File: config.mk
export PLATFORM = sky130hd
export DESIGN_NAME = conv_bin_bcd
export DESIGN_NICKNAME = d
export VERILOG_FILES = /design/src/rtl/conv_bin_bcd_pkg.sv /design/src/rtl/conv_bin_bcd_add3.sv /design/src/rtl/conv_bin_bcd.sv
export SDC_FILE = /design/constraint.sdc
export NUM_CORES = 1
export LEC_CHECK = 0
export ABC_AREA = 1
export BUFFER_PORTS_ARGS = -buffer_cell sky130_fd_sc_hd__buf_4
export CAP_MARGIN = 20
export CORE_AREA = 2 2 39 41
export CTS_CLUSTER_DIAMETER = 150
export CTS_CLUSTER_SIZE = 40
export DETAILED_ROUTE_END_ITERATION = 8
export DIE_AREA = 0 0 41 43
export GPL_ROUTABILITY_DRIVEN = 0
export GPL_TIMING_DRIVEN = 0
export PLACE_DENSITY = 0.4
export SKIP_LAST_GASP = 1
export SLEW_MARGIN = 25
export SYNTH_ARGS = -nofsm -noshare
export SYNTH_HDL_FRONTEND = slang
export SYNTH_SLANG_ARGS = --single-unit
File: constraint.sdc
create_clock -name clk -period 2 [get_ports clk]
set_clock_uncertainty 0.2 [all_clocks]
set_input_delay 0.3 -clock clk [delete_from_list [all_inputs] [get_ports clk]]
set_output_delay 0.3 -clock clk [all_outputs]
set_load 0.01 [all_outputs]
File: src/rtl/conv_bin_bcd_pkg.sv
// Shared sizing helpers and seven-segment table for the binary-to-BCD converter.
package conv_bin_bcd_pkg;

    // Segment patterns {g,f,e,d,c,b,a}, active high, for decimal digits 0..9.
    localparam logic [6:0] SEG_TABLE [10] = '{
        7'b0111111, 7'b0000110, 7'b1011011, 7'b1001111, 7'b1100110,
        7'b1101101, 7'b1111101, 7'b0000111, 7'b1111111, 7'b1101111
    };

    // Number of decimal digits needed to show 2^bin_w - 1.
    function automatic int unsigned bcd_digits(input int unsigned bin_w);
        longint unsigned max_v;
        int unsigned     n;
        max_v = (64'd1 << bin_w) - 64'd1;
        n     = 1;
        for (int unsigned i = 0; i < 20; i++) begin
            if (max_v >= 64'd10) begin
                max_v = max_v / 64'd10;
                n     = n + 1;
            end
        end
        return n;
    endfunction

    // Minimum packed BCD width: full 4-bit lower digits plus just enough
    // bits for the largest value the top digit can take.
    function automatic int unsigned bcd_bits(input int unsigned bin_w);
        longint unsigned max_v;
        int unsigned     top_bits;
        max_v = (64'd1 << bin_w) - 64'd1;
        for (int unsigned i = 0; i < 20; i++) begin
            if (max_v >= 64'd10) begin
                max_v = max_v / 64'd10;
            end
        end
        if (max_v < 64'd2)      top_bits = 1;
        else if (max_v < 64'd4) top_bits = 2;
        else if (max_v < 64'd8) top_bits = 3;
        else                    top_bits = 4;
        return 4 * (bcd_digits(bin_w) - 1) + top_bits;
    endfunction

    // Segment pattern for one BCD digit; non-decimal codes blank the digit.
    function automatic logic [6:0] seg_encode(input logic [3:0] digit);
        return (digit <= 4'd9) ? SEG_TABLE[digit] : 7'b0000000;
    endfunction

endpackage

File: src/rtl/conv_bin_bcd_add3.sv
// Double-dabble correction cell: a digit of 5 or more gets +3 before the shift.
module bcd_add3 (
    input  logic [3:0] din,
    output logic [3:0] dout
);

    // Add-3 correction so the following shift carries correctly into the next digit.
    always_comb begin
        dout = (din >= 4'd5) ? din + 4'd3 : din;
    end

endmodule

File: src/rtl/conv_bin_bcd.sv
// Registered binary-to-BCD converter (combinational double dabble, 1-cycle latency).
// Optional seven-segment output enabled by defining CONV_BIN_BCD_SEG_EN.
module conv_bin_bcd
    import conv_bin_bcd_pkg::*;
#(
    parameter int unsigned BIN_W = 4,
    parameter int unsigned P_W   = 5
) (
    input  logic             clk,
    input  logic             rst_n,
    input  logic             in_valid,
    input  logic [BIN_W-1:0] b,
    output logic             out_valid,
    output logic [P_W-1:0]   p
`ifdef CONV_BIN_BCD_SEG_EN
    ,
    output logic [7*bcd_digits(BIN_W)-1:0] seg
`endif
);

    localparam int unsigned DIGITS = bcd_digits(BIN_W);
    localparam int unsigned SW     = 4 * DIGITS;

    if (BIN_W < 1 || BIN_W > 16) begin : g_bad_bin_w
        $error("conv_bin_bcd: BIN_W=%0d outside 1..16", BIN_W);
    end
    if (P_W < bcd_bits(BIN_W)) begin : g_bad_p_w
        $error("conv_bin_bcd: P_W=%0d too small, need %0d", P_W, bcd_bits(BIN_W));
    end

    // stage[i] is the BCD scratch after i shifts; adj[i] is stage[i] after add-3.
    logic [BIN_W:0][SW-1:0]   stage;
    logic [BIN_W-1:0][SW-1:0] adj;
    logic [BIN_W-1:0]         unused_msb;
    logic [SW-1:0]            fin;
    logic [P_W-1:0]           conv;

    assign stage[0] = '0;

    for (genvar i = 0; i < BIN_W; i++) begin : g_iter
        for (genvar d = 0; d < DIGITS; d++) begin : g_dig
            bcd_add3 u_add3 (
                .din  (stage[i][4*d +: 4]),
                .dout (adj[i][4*d +: 4])
            );
        end
        // Top bit shifted out is always 0 since DIGITS covers the full range.
        assign stage[i+1]    = {adj[i][SW-2:0], b[BIN_W-1-i]};
        assign unused_msb[i] = adj[i][SW-1];
    end

    assign fin = stage[BIN_W];

    // Fit the scratch to P_W: zero-fill surplus bits or truncate the top digit.
    if (P_W >= SW) begin : g_fill
        assign conv = P_W'(fin);
    end else begin : g_trunc
        logic [SW-P_W-1:0] unused_hi;
        assign conv      = fin[P_W-1:0];
        assign unused_hi = fin[SW-1:P_W];
    end

    logic           out_valid_q, out_valid_d;
    logic [P_W-1:0] p_q, p_d;

    // Capture a new result on accepted input, otherwise hold the last one.
    always_comb begin
        out_valid_d = in_valid;
        p_d         = in_valid ? conv : p_q;
    end

    // Output registers, cleared only by reset.
    always_ff @(posedge clk or negedge rst_n) begin
        if (!rst_n) begin
            out_valid_q <= 1'b0;
            p_q         <= '0;
        end else begin
            out_valid_q <= out_valid_d;
            p_q         <= p_d;
        end
    end

    assign out_valid = out_valid_q;
    assign p         = p_q;

`ifdef CONV_BIN_BCD_SEG_EN
    logic [7*DIGITS-1:0] seg_conv, seg_q, seg_d;

    // Decode every digit of the full scratch so a truncated top digit still displays.
    always_comb begin
        seg_conv = '0;
        for (int unsigned d = 0; d < DIGITS; d++) begin
            seg_conv[7*d +: 7] = seg_encode(fin[4*d +: 4]);
        end
        seg_d = in_valid ? seg_conv : seg_q;
    end

    // Segment register moves in lockstep with p.
    always_ff @(posedge clk or negedge rst_n) begin
        if (!rst_n) begin
            seg_q <= '0;
        end else begin
            seg_q <= seg_d;
        end
    end

    assign seg = seg_q;
`endif

endmodule

==> qor.log <==
qor: run_status.run_status completed
qor: clocking.clock_tree.htree_level_count 1
qor: clocking.post_cts_buffers 0
qor: floorplanning.die_y 43 µm
qor: yosys.syn_area 288 µm²
qor: routing.vias_per_cell 4.04
qor: critical_path.critPathArrivalTime 760 ps
qor: floorplanning.fp.dieW 41 µm
qor: sta.fmax 797 MHz
qor: routing.drt_pre_antenna_iters 3
qor: final_layout.utilization 0.311
qor: job.drv_cap 0
qor: clocking.clock_sink_count 6
qor: final_layout.final_layout_size_suffix_gt1_frac 0.288
qor: clocking.tritoncts_clock_tree yes
qor: floorplanning.coreArea 0.00138 mm²
qor: routing.vias 275
qor: placement.placement_stage_cell_area 398 µm²
qor: global_route.grt.total_usage 0.0905
qor: clocking.max-clock-path-buffers 2
qor: global_route.via_count_of_the_first_global_routing_pass 262
qor: global_route.grt_pass1_wl 1.04 mm
qor: critical_path.crit_fanout 2
qor: global_route.pin_count_of_the_biggest_net_entering_global_routing 7
qor: critical_path.cell_with_the_largest_stage_delay_on_the_worst_path sky130_fd_sc_hd__dfrtp_1
qor: final_layout.finish.instance_area 430 µm²
qor: routing.totalWireLength 578 µm
qor: floorplanning.overall_die_area 0.00176 mm²
qor: power_and_ir_drop.p_leak 0.000239 µW
qor: clocking.worst_skew_pair.late_latency 240 ps
qor: final_layout.multiInputGateArea 123 µm²
qor: routing.residual_drc_count 0
qor: yosys.postSynthAreaPerCell 7.99 µm²
qor: global_route.antenna_found_initial 0
qor: sta.tns 0 ps
qor: critical_path.crit_family flip-flops
qor: clocking.cts_inserted_buffers 3
qor: yosys.ys_seq_area_frac 0.522
qor: placement.port-buffer-count 12
qor: critical_path.cp_startpoint_kind register
qor: clocking.path_clk_slew 40 ps
qor: global_route.gr-total-overflow 0
qor: clocking.cts_resized 0
qor: worst_hold_path.hold_path.class in -> reg
qor: floorplanning.placementRows 14
qor: final_layout.mostFrequentLayoutCell sky130_fd_sc_hd__nand2_1
qor: routing.detail-route-antenna-nets 0
qor: yosys.syn_nets 45
qor: floorplanning.start_util 0.208
qor: final_layout.layout-area-overhead-vs-synth 49.6%
qor: critical_path.required 1500 ps
qor: sta.period_needed 1260 ps
qor: power_and_ir_drop.p_per_area 718 mW/mm²
qor: yosys.yosys_warnings 0
qor: sta.worst_slew_slack_as_a_fraction_of_its_limit 0.913
qor: final_layout.antenna_cells 0
qor: yosys.yosys.cell_types.count 8
qor: routing.first_iter_violations 3
qor: sta.unrepaired_setup_endpoints_after_global_routing false
qor: routing.post_drt_wl_per_cell 8.50 µm
qor: critical_path.critical_path.max_stage_delay 380 ps
qor: sta.post-route-period-util 0.628
qor: final_layout.mostFrequentLayoutCells sky130_fd_sc_hd__nand2_1 (13), sky130_fd_sc_hd__buf_4 (12), sky130_fd_sc_hd__dfrtp_1 (6)
qor: placement.dpl_hpwl 494 µm
qor: yosys.synth_cells 36
qor: sta.setup_viol 0
qor: floorplanning.io-pin-count 13
qor: final_layout.n_fill_cell 156
qor: critical_path.timing.critical_path.cells buf_4
qor: critical_path.timing.setup.critical_path_class reg -> out
qor: power_and_ir_drop.worst_supply_voltage_drop_on_vdd 0.199 mV
qor: sta.slew_violations 0
qor: yosys.yosys_register_bits 6
qor: final_layout.fin_nets 63
qor: sta.worst-slew-pin-transition 130 ps
qor: clocking.root_buffer sky130_fd_sc_hd__clkbuf_4
qor: sta.timing.final.hold_violations 0
qor: sta.timing.hold.ws 14.6 ps
qor: critical_path.count_of_buffering_cells_on_the_critical_path_with_inverters_included 1
qor: final_layout.seq_area 150 µm²
qor: critical_path.cp-end-kind output port
flip-flops by register name, indices dropped and copies added (netlist names):
register   count
p              5
out_valid      1
synth_stat cells:
cell,instances,area (µm²)
sky130_fd_sc_hd__nor2_1,5,18.8
sky130_fd_sc_hd__ha_1,2,25.0
sky130_fd_sc_hd__inv_1,4,15.0
sky130_fd_sc_hd__a21oi_1,2,10.0
sky130_fd_sc_hd__dfrtp_1,6,150
sky130_fd_sc_hd__nand3_1,2,10.0
sky130_fd_sc_hd__o21ai_0,2,10.0
sky130_fd_sc_hd__nand2_1,13,48.8
through the flow:
| step | setup WS (ps) | std cells | total power, µW |
|---|---|---|---|
| after CTS | 731 | 68 | 318 |
| after detailed placement | 663 | 64 | 202 |
| after global routing | 700 | 68 | 336 |
| after global placement | 650 | 64 | 203 |
| after floorplan | 865 | 36 | 166 |
| final | 745 | 68 | 309 |
logic make-up after synthesis:
kind of cell	synth area share
DFF	0.522
AOI/OAI and AO/OA	0.0696
buffers and inverters	0.0522
and+or+nand+nor	0.270
adders and majority gates	0.0869
where the power goes:
group          switching (µW)  total, µW  internal (µW)
registers                5.50        138            133
logic                    30.3       62.3           31.9
clock network            40.8        108           67.7
layout make-up:
cell class,instances,area share
clock buffer,3,0.0523
sequential,6,0.349
multi-input combinational,26,0.285
inverter,4,0.0349
timing repair buffer,13,0.233
tap,16,0.0465
worst paths after layout:
path	depth (start not counted)	slack, ps	to	from
worst max-delay path	1	740	p[3]	p[3]
worst min-delay path	1	10	out_valid	in_valid
worst max register to register	2	1180	p[3]	p[3]
worst min register to register	2	270	p[0]	p[0]
max in group asynchronous	2	1280	p[1]	rst_n
min in group asynchronous	2	210	out_valid	rst_n
repair_timing:
action	4_1_cts	5_1_grt
endpoints found under the hold margin	6	0
hold buffers	1	0
setup endpoints to repair	0	0
metal layers:
layer,track usage,share of wire,up-vias
li1,-,-,146
met1,0.117,0.49,116
met2,0.113,0.42,11
met3,0.0314,0.066,2
met4,0.0800,0.024,0
met5,0,0,-
No activity file was read; power rests on OpenSTA's default activity.
